File: src/rtl/i2s_pkg.sv
// Shared constants and framing helpers for the I2S / TDM transmitter.
package i2s_pkg;

  localparam logic I2S_MODE_PHILIPS = 1'b0;
  localparam logic I2S_MODE_LJ      = 1'b1;

  typedef enum logic {
    ST_IDLE,
    ST_RUN
  } i2s_state_e;

  function automatic int frame_bits(input int num_ch, input int slot_w);
    return num_ch * slot_w;
  endfunction

  // Stereo: WS marks the right half of the frame; TDM: a one-bit frame sync.
  function automatic logic ws_raw(input int b, input int num_ch, input int slot_w);
    if (num_ch == 2) begin
      return (b >= slot_w);
    end
    return (b == 0);
  endfunction

endpackage

File: src/rtl/i2s_sck_gen.sv
// Programmable SCK divider: emits one-clk strobes on the cycles where SCK
// rises or falls. restart_i holds the divider at phase 0 with SCK low.
module i2s_sck_gen #(
  parameter int DIV_W = 4
) (
  input  logic             clk,
  input  logic             rst_n,
  input  logic             restart_i,
  input  logic [DIV_W-1:0] div_i,
  output logic             sck_rise_o,
  output logic             sck_fall_o
);

  logic [DIV_W-1:0] cnt_q;
  logic             phase_q;
  logic             tick;

  assign tick       = !restart_i && (cnt_q == div_i);
  assign sck_rise_o = tick && !phase_q;
  assign sck_fall_o = tick && phase_q;

  always_ff @(posedge clk) begin
    if (!rst_n || restart_i) begin
      cnt_q   <= '0;
      phase_q <= 1'b0;
    end else if (tick) begin
      cnt_q   <= '0;
      phase_q <= !phase_q;
    end else begin
      cnt_q <= cnt_q + 1'b1;
    end
  end

endmodule

File: src/rtl/i2s_tdm_tx.sv
// Frame-buffered I2S / left-justified / TDM serial transmitter with one
// frame of look-ahead buffering and a sticky underflow flag.
module i2s_tdm_tx
  import i2s_pkg::*;
#(
  parameter int AUDIO_DW = 8,
  parameter int SLOT_W   = 8,
  parameter int NUM_CH   = 2,
  parameter int DIV_W    = 4
) (
  input  logic                       clk,
  input  logic                       rst_n,
  input  logic                       en_i,
  input  logic [DIV_W-1:0]           div_i,
  input  logic                       mode_i,
  input  logic [NUM_CH*AUDIO_DW-1:0] frame_data_i,
  input  logic                       frame_valid_i,
  output logic                       frame_ready_o,
  output logic                       sck_o,
  output logic                       ws_o,
  output logic                       sd_o,
  output logic                       frame_start_o,
  output logic                       underflow_o,
  input  logic                       underflow_clr_i
);

  localparam int FB = frame_bits(NUM_CH, SLOT_W);
  localparam int BW = (FB > 1) ? $clog2(FB) : 1;
  localparam logic [BW-1:0] B_LAST = BW'(FB - 1);

  i2s_state_e                 state_q;
  logic [BW-1:0]              b_q;
  logic [DIV_W-1:0]           div_q;
  logic                       mode_q;
  logic [FB-1:0]              shift_q;
  logic [FB-1:0]              frame_pad;
  logic [NUM_CH*AUDIO_DW-1:0] buf_q;
  logic                       buf_full_q, buf_full_d;
  logic                       ready_q;
  logic                       underflow_q, underflow_d;
  logic                       sck_q, ws_q, sd_q, fs_q;
  logic                       sck_rise, sck_fall;
  logic                       restart, load, xfer;

  // Buffered frame laid out MSB-first in transmit order, slot 0 leading.
  for (genvar gi = 0; gi < NUM_CH; gi++) begin : g_slot
    assign frame_pad[FB-1-gi*SLOT_W -: SLOT_W] =
      SLOT_W'(buf_q[gi*AUDIO_DW +: AUDIO_DW]) << (SLOT_W - AUDIO_DW);
  end

  assign restart = (state_q == ST_IDLE) || !en_i;
  assign xfer    = frame_valid_i && ready_q;
  assign load    = en_i && ((state_q == ST_IDLE) || (sck_fall && (b_q == B_LAST)));

  i2s_sck_gen #(
    .DIV_W(DIV_W)
  ) u_sck_gen (
    .clk       (clk),
    .rst_n     (rst_n),
    .restart_i (restart),
    .div_i     (div_q),
    .sck_rise_o(sck_rise),
    .sck_fall_o(sck_fall)
  );

  always_comb begin
    buf_full_d = buf_full_q;
    if (load) buf_full_d = 1'b0;
    if (xfer) buf_full_d = 1'b1;
    underflow_d = underflow_q;
    if (underflow_clr_i) underflow_d = 1'b0;
    if (load && !buf_full_q) underflow_d = 1'b1;
  end

  always_ff @(posedge clk) begin
    if (!rst_n) begin
      state_q     <= ST_IDLE;
      b_q         <= '0;
      div_q       <= '0;
      mode_q      <= I2S_MODE_PHILIPS;
      shift_q     <= '0;
      buf_q       <= '0;
      buf_full_q  <= 1'b0;
      ready_q     <= 1'b1;
      underflow_q <= 1'b0;
      sck_q       <= 1'b0;
      ws_q        <= 1'b0;
      sd_q        <= 1'b0;
      fs_q        <= 1'b0;
    end else begin
      buf_full_q  <= buf_full_d;
      ready_q     <= !buf_full_d;
      underflow_q <= underflow_d;
      fs_q        <= 1'b0;
      if (xfer) buf_q <= frame_data_i;

      if (load) begin
        state_q <= ST_RUN;
        b_q     <= '0;
        div_q   <= div_i;
        mode_q  <= mode_i;
        fs_q    <= 1'b1;
        sck_q   <= 1'b0;
        ws_q    <= ws_raw(0, NUM_CH, SLOT_W);
        // Philips b=0 repeats the outgoing frame's last bit; shift_q is 0 out of IDLE.
        sd_q    <= (mode_i == I2S_MODE_LJ) ? (buf_full_q && frame_pad[FB-1]) : shift_q[FB-1];
        shift_q <= buf_full_q ? frame_pad : '0;
      end else if (state_q == ST_RUN) begin
        if (!en_i) begin
          state_q <= ST_IDLE;
          b_q     <= '0;
          shift_q <= '0;
          sck_q   <= 1'b0;
          ws_q    <= 1'b0;
          sd_q    <= 1'b0;
        end else if (sck_rise) begin
          sck_q <= 1'b1;
        end else if (sck_fall) begin
          sck_q   <= 1'b0;
          b_q     <= b_q + 1'b1;
          shift_q <= shift_q << 1;
          ws_q    <= ws_raw(int'(b_q) + 1, NUM_CH, SLOT_W);
          sd_q    <= (mode_q == I2S_MODE_LJ) ? shift_q[FB-2] : shift_q[FB-1];
        end
      end
    end
  end

  assign frame_ready_o = ready_q;
  assign sck_o         = sck_q;
  assign ws_o          = ws_q;
  assign sd_o          = sd_q;
  assign frame_start_o = fs_q;
  assign underflow_o   = underflow_q;

endmodule

File: config.mk
export PLATFORM = sky130hd
export DESIGN_NAME = i2s_tdm_tx
export DESIGN_NICKNAME = d
export VERILOG_FILES = /design/src/rtl/i2s_pkg.sv /design/src/rtl/i2s_sck_gen.sv /design/src/rtl/i2s_tdm_tx.sv
export SDC_FILE = /design/constraint.sdc
export NUM_CORES = 1
export LEC_CHECK = 0
export ABC_CLOCK_PERIOD_IN_PS = 3200
export CAP_MARGIN = 20
export CORE_MARGIN = 2
export CORE_UTILIZATION = 54
export CTS_CLUSTER_DIAMETER = 120
export CTS_CLUSTER_SIZE = 14
export DETAILED_ROUTE_END_ITERATION = 8
export GPL_TIMING_DRIVEN = 0
export HOLD_SLACK_MARGIN = 0.06
export PLACE_DENSITY = 0.79
export SETUP_SLACK_MARGIN = 0.3
export SLEW_MARGIN = 20
export SYNTH_ARGS = -nofsm -noshare
export SYNTH_HDL_FRONTEND = slang
export SYNTH_HIERARCHICAL = 1
export SYNTH_SLANG_ARGS = --single-unit
File: constraint.sdc
create_clock -name clk -period 3.2 [get_ports clk]
set_clock_uncertainty 0.1 [all_clocks]
set_input_delay 0.32 -clock clk [delete_from_list [all_inputs] [get_ports clk]]
set_output_delay 0.32 -clock clk [all_outputs]
set_load 0.03 [all_outputs]
==> implementation parameters <==
Parameter                              Value

GRT
  Met2 capacity usage during global routing ... 0.334
  Gr usage total ... 0.208
  Overflow left after global routing ... 0
  First-pass GRT wire length ... 8070 um
  Most crowded layer after global routing ... met2
  Pin count of the biggest net entering global routing ... 15
  Met1 Track Usage GR ... 0.271
  GR met3 Demand/Resource ... 0.0476
  Antenna violations before repair ... 0
  Via count of the first global-routing pass ... 1742

Route
  Routed wire length ... 4590 um
  Remaining antenna violation count after routing ... 0
  Drt drc ... 0
  DR WL/cell ... 13.6 um
  Number of vias in the routed layout ... 1814
  Number of vias per cell after detailed routing ... 5.38
  Count of TritonRoute iterations in the first routing pass ... 4
  Number of design-rule violations left by the first detailed-router iteration ... 134

STA
  Setup TNS ... 0 ns
  Crit path time final ... 2.60 ns
  Worst slew pin tran ... 0.486 ns
  Final Max Slew Viols ... 0
  Crit share post-route ... 0.812
  Peak Freq ... 385 MHz
  Fin. Hold Viols ... 0
  Max-slew headroom ... 0.672
  Unrepaired setup endpoints after global routing ... false
  Final setup viols ... 0

Critical path
  Crit. End Element ... flip-flop
  Required time of the critical path ... 3.34 ns
  CP arrival ... 2.74 ns
  WS Path Type ... flip-flop to flip-flop
  Startpoint Class ... flip-flop
  Highest fanout seen on the critical path ... 10

Yosys
  Area fraction in compound gates after synthesis ... 0.257
  Dominant combinational cell family by area after synthesis ... compound AO/OA/AOI/OAI gates
  Mux contribution to synthesized area ... 0.0317
  Simple-gate share of the synthesized area ... 0.169
  Most frequent cell after synthesis ... sky130_fd_sc_hd__dfxtp_1
  Count of yosys warnings during synthesis ... 6
  Cell accounting for the most synthesized area ... sky130_fd_sc_hd__dfxtp_1
  Count of cell types in the netlist ... 38
  Synthesized-area fraction occupied by xor and xnor cells ... 0.0296
  Post-synth EDFFs ... 0
  Ys async rst share ... 0
  Sequential share of the synthesized area ... 0.456
  Seq cells post-synth ... 54
  Post-synthesis cell count ... 247
  Arithmetic-cell share of the synthesized area counting full adders, half adders and majority gates ... 0.0158
  Area share of the leading cell type in the synthesized netlist ... 0.456
  Mean Syn Cell Area ... 9.59 um2
  Cells taking the most area after synthesis ... sky130_fd_sc_hd__dfxtp_1 (46%), sky130_fd_sc_hd__nand2_1 (6.0%), sky130_fd_sc_hd__a21boi_0 (5.1%)
  Most used standard cells in the synthesized netlist ... sky130_fd_sc_hd__dfxtp_1 (54), sky130_fd_sc_hd__nand2_1 (38), sky130_fd_sc_hd__o21ai_0 (18)
  Total standard cell area after synthesis ... 2370 um2
  Syn Nets ... 276
  Most common flop cell mapped by yosys ... sky130_fd_sc_hd__dfxtp_1

Power
  Overall power after layout ... 1260 uW
  Worst IR Drop VDD ... 0.280 mV
  Leakage power figure ... 0.00100 uW
  Power density normalized to cell area ... 444 nW/um2

Cells and area
  Final net count ... 314
  Combined area of the multi-input logic cells ... 1200 um2
  Non-filler instance count after layout ... 337
  Fill cell count ... approximately 380
  Signed area change from the synthesized netlist to the final layout ... 19.3%
  FF/Latch Area ... 1080 um2
  Layout cells sized above 1 ... 0.137
  Count of antenna diodes in the layout ... 0

Clocking
  Clk_lat worst skew ... 0.30 ns
  CTS max path bufs ... 2
  CTS buffer count ... 5
  Count of H-tree levels built during CTS ... 2
  Number of sinks on the clock net ... 54
  Cell at the root of the clock tree ... sky130_fd_sc_hd__clkbuf_8
  Clock transition at the registers of the reported paths ... 0.09 ns
  CTS tree ... built

Run status
  Run status ... complete, no violations

Floorplanning
  Initial Util ... 0.552
  Number of top-level design ports ... 32
  Die Span X ... 70.2 um
  Core Footprint ... 4290 um2
  Std cell rows ... 24
  Height of the die ... between 70 and 80 um
  Area of the die ... 4930 um2

Placement
  Routability Congestion ... 0.744
  Post-detail-place hpwl ... 3300 um
  Number of I/O port buffers ... 31
  Total instance count after detailed placement ... 330

Flow run
  Max-cap viol count ... 0

Min path
  Tightest Hold Check Type ... flip-flop to flip-flop
[cell usage in the layout, fill, tap and decap left out, types with 2 or more instances in the layout]
cell type and count:
sky130_fd_sc_hd__inv_1 3, sky130_fd_sc_hd__a22oi_1 8, sky130_fd_sc_hd__o21ai_0 18, sky130_fd_sc_hd__nor3b_1 2, sky130_fd_sc_hd__o211ai_1 2, sky130_fd_sc_hd__nor3_1 3
sky130_fd_sc_hd__o21ai_1 3, sky130_fd_sc_hd__o21a_1 3, sky130_fd_sc_hd__mux2i_1 6, sky130_fd_sc_hd__a21oi_4 2, sky130_fd_sc_hd__xor2_1 6, sky130_fd_sc_hd__nand2_1 38
sky130_fd_sc_hd__nand3_1 3, sky130_fd_sc_hd__nor2b_1 10, sky130_fd_sc_hd__nor2_1 9, sky130_fd_sc_hd__xnor2_1 2, sky130_fd_sc_hd__clkbuf_8 5, sky130_fd_sc_hd__nand2b_1 3
sky130_fd_sc_hd__buf_2 4, sky130_fd_sc_hd__a22oi_2 9, sky130_fd_sc_hd__dfxtp_1 54, sky130_fd_sc_hd__a21boi_0 16, sky130_fd_sc_hd__a21oi_2 9, sky130_fd_sc_hd__clkbuf_1 8
sky130_fd_sc_hd__a21oi_1 7, sky130_fd_sc_hd__clkdlybuf4s50_1 31, sky130_fd_sc_hd__and2_1 5, sky130_fd_sc_hd__ha_1 3
[cell families after synthesis]
family                     Yosys count
DFF                                 54
buffers and inverters               17
muxes                                7
AOI/OAI and AO/OA                   80
xor gates and xnor gates             8
adders and majority gates            3
and+or+nand+nor                     78
[what timing repair did]
item / in CTS / in global routing
hold buffers: 0 / 0
buffers inserted: 0 / 0
endpoints found under the setup margin: 0 / 21
gates resized for setup: 0 / 1
[per-layer routing]
layer / part of all wire / wire [um] / vias to the layer above
met5: 0 / 0 / -
met4: 0.015 / 69 / 0
met3: 0.023 / 104 / 7
met2: 0.48 / 2180 / 21
met1: 0.49 / 2230 / 851
li1: - / - / 935
[worst paths after layout]
path                                               startpoint                  endpoint  slack [ns]  cells past startpoint
worst min register to register          buf_q[5]$_SDFFE_PN0P_     buf_q[5]$_SDFFE_PN0P_        0.37                      2
worst max-delay path            u_sck_gen/cnt_q[2]$_SDFF_PP0_  shift_q[10]$_SDFFE_PN0P_        0.60                      8
worst min-delay path                    buf_q[5]$_SDFFE_PN0P_     buf_q[5]$_SDFFE_PN0P_        0.37                      2
worst max register to register  u_sck_gen/cnt_q[2]$_SDFF_PP0_  shift_q[10]$_SDFFE_PN0P_        0.60                      8
[metrics by stage]
step / utilization / hold WS (ns) / setup WS, ns / area [um2]
2_1_floorplan: - / 0.339 / 0.693 / 2370
3_3_place_gp: 0.639 / 0.358 / 0.399 / 2740
3_5_place_dp: 0.639 / 0.363 / 0.380 / 2740
4_1_cts: 0.657 / 0.375 / 0.417 / 2820
5_1_grt: 0.658 / 0.386 / 0.366 / 2830
6_report: 0.658 / 0.369 / 0.602 / 2830
[area by class of cell]
class,count,share of cell area
Buffer,13,0.0288
Clock buffer,7,0.0270
Sequential cell,54,0.383
Timing Repair Buffer,31,0.110
Tap cell,52,0.0230
Inverter,4,0.00531
Multi-Input combinational cell,176,0.423
[where the power goes]
group / switching, uW / internal [uW] / leakage, uW
Combinational: 89.7 / 82.8 / 0.000522
Sequential: 23.3 / 706 / 0.000443
Clock: 202 / 151 / 0.0000383
Total: 315 / 940 / 0.00100
[critical path, cell delays in order, from the launching register on]
cell,delay (ns)
sky130_fd_sc_hd__dfxtp_1,0.35
sky130_fd_sc_hd__xor2_1,0.17
sky130_fd_sc_hd__nor4_4,0.46
sky130_fd_sc_hd__nor3b_2,0.41
sky130_fd_sc_hd__nand4_4,0.20
sky130_fd_sc_hd__a31oi_2,0.30
sky130_fd_sc_hd__buf_2,0.27
sky130_fd_sc_hd__o21ai_0,0.14
sky130_fd_sc_hd__a21oi_2,0.15
[sequential cells by signal (all words and copies together), names as in the netlist, 4 cells and up]
register / count
buf_q: 16
shift_q: 16
b_q: 4
div_q: 4
u_sck_gen/cnt_q: 4
(Power assumes the default switching activity.)
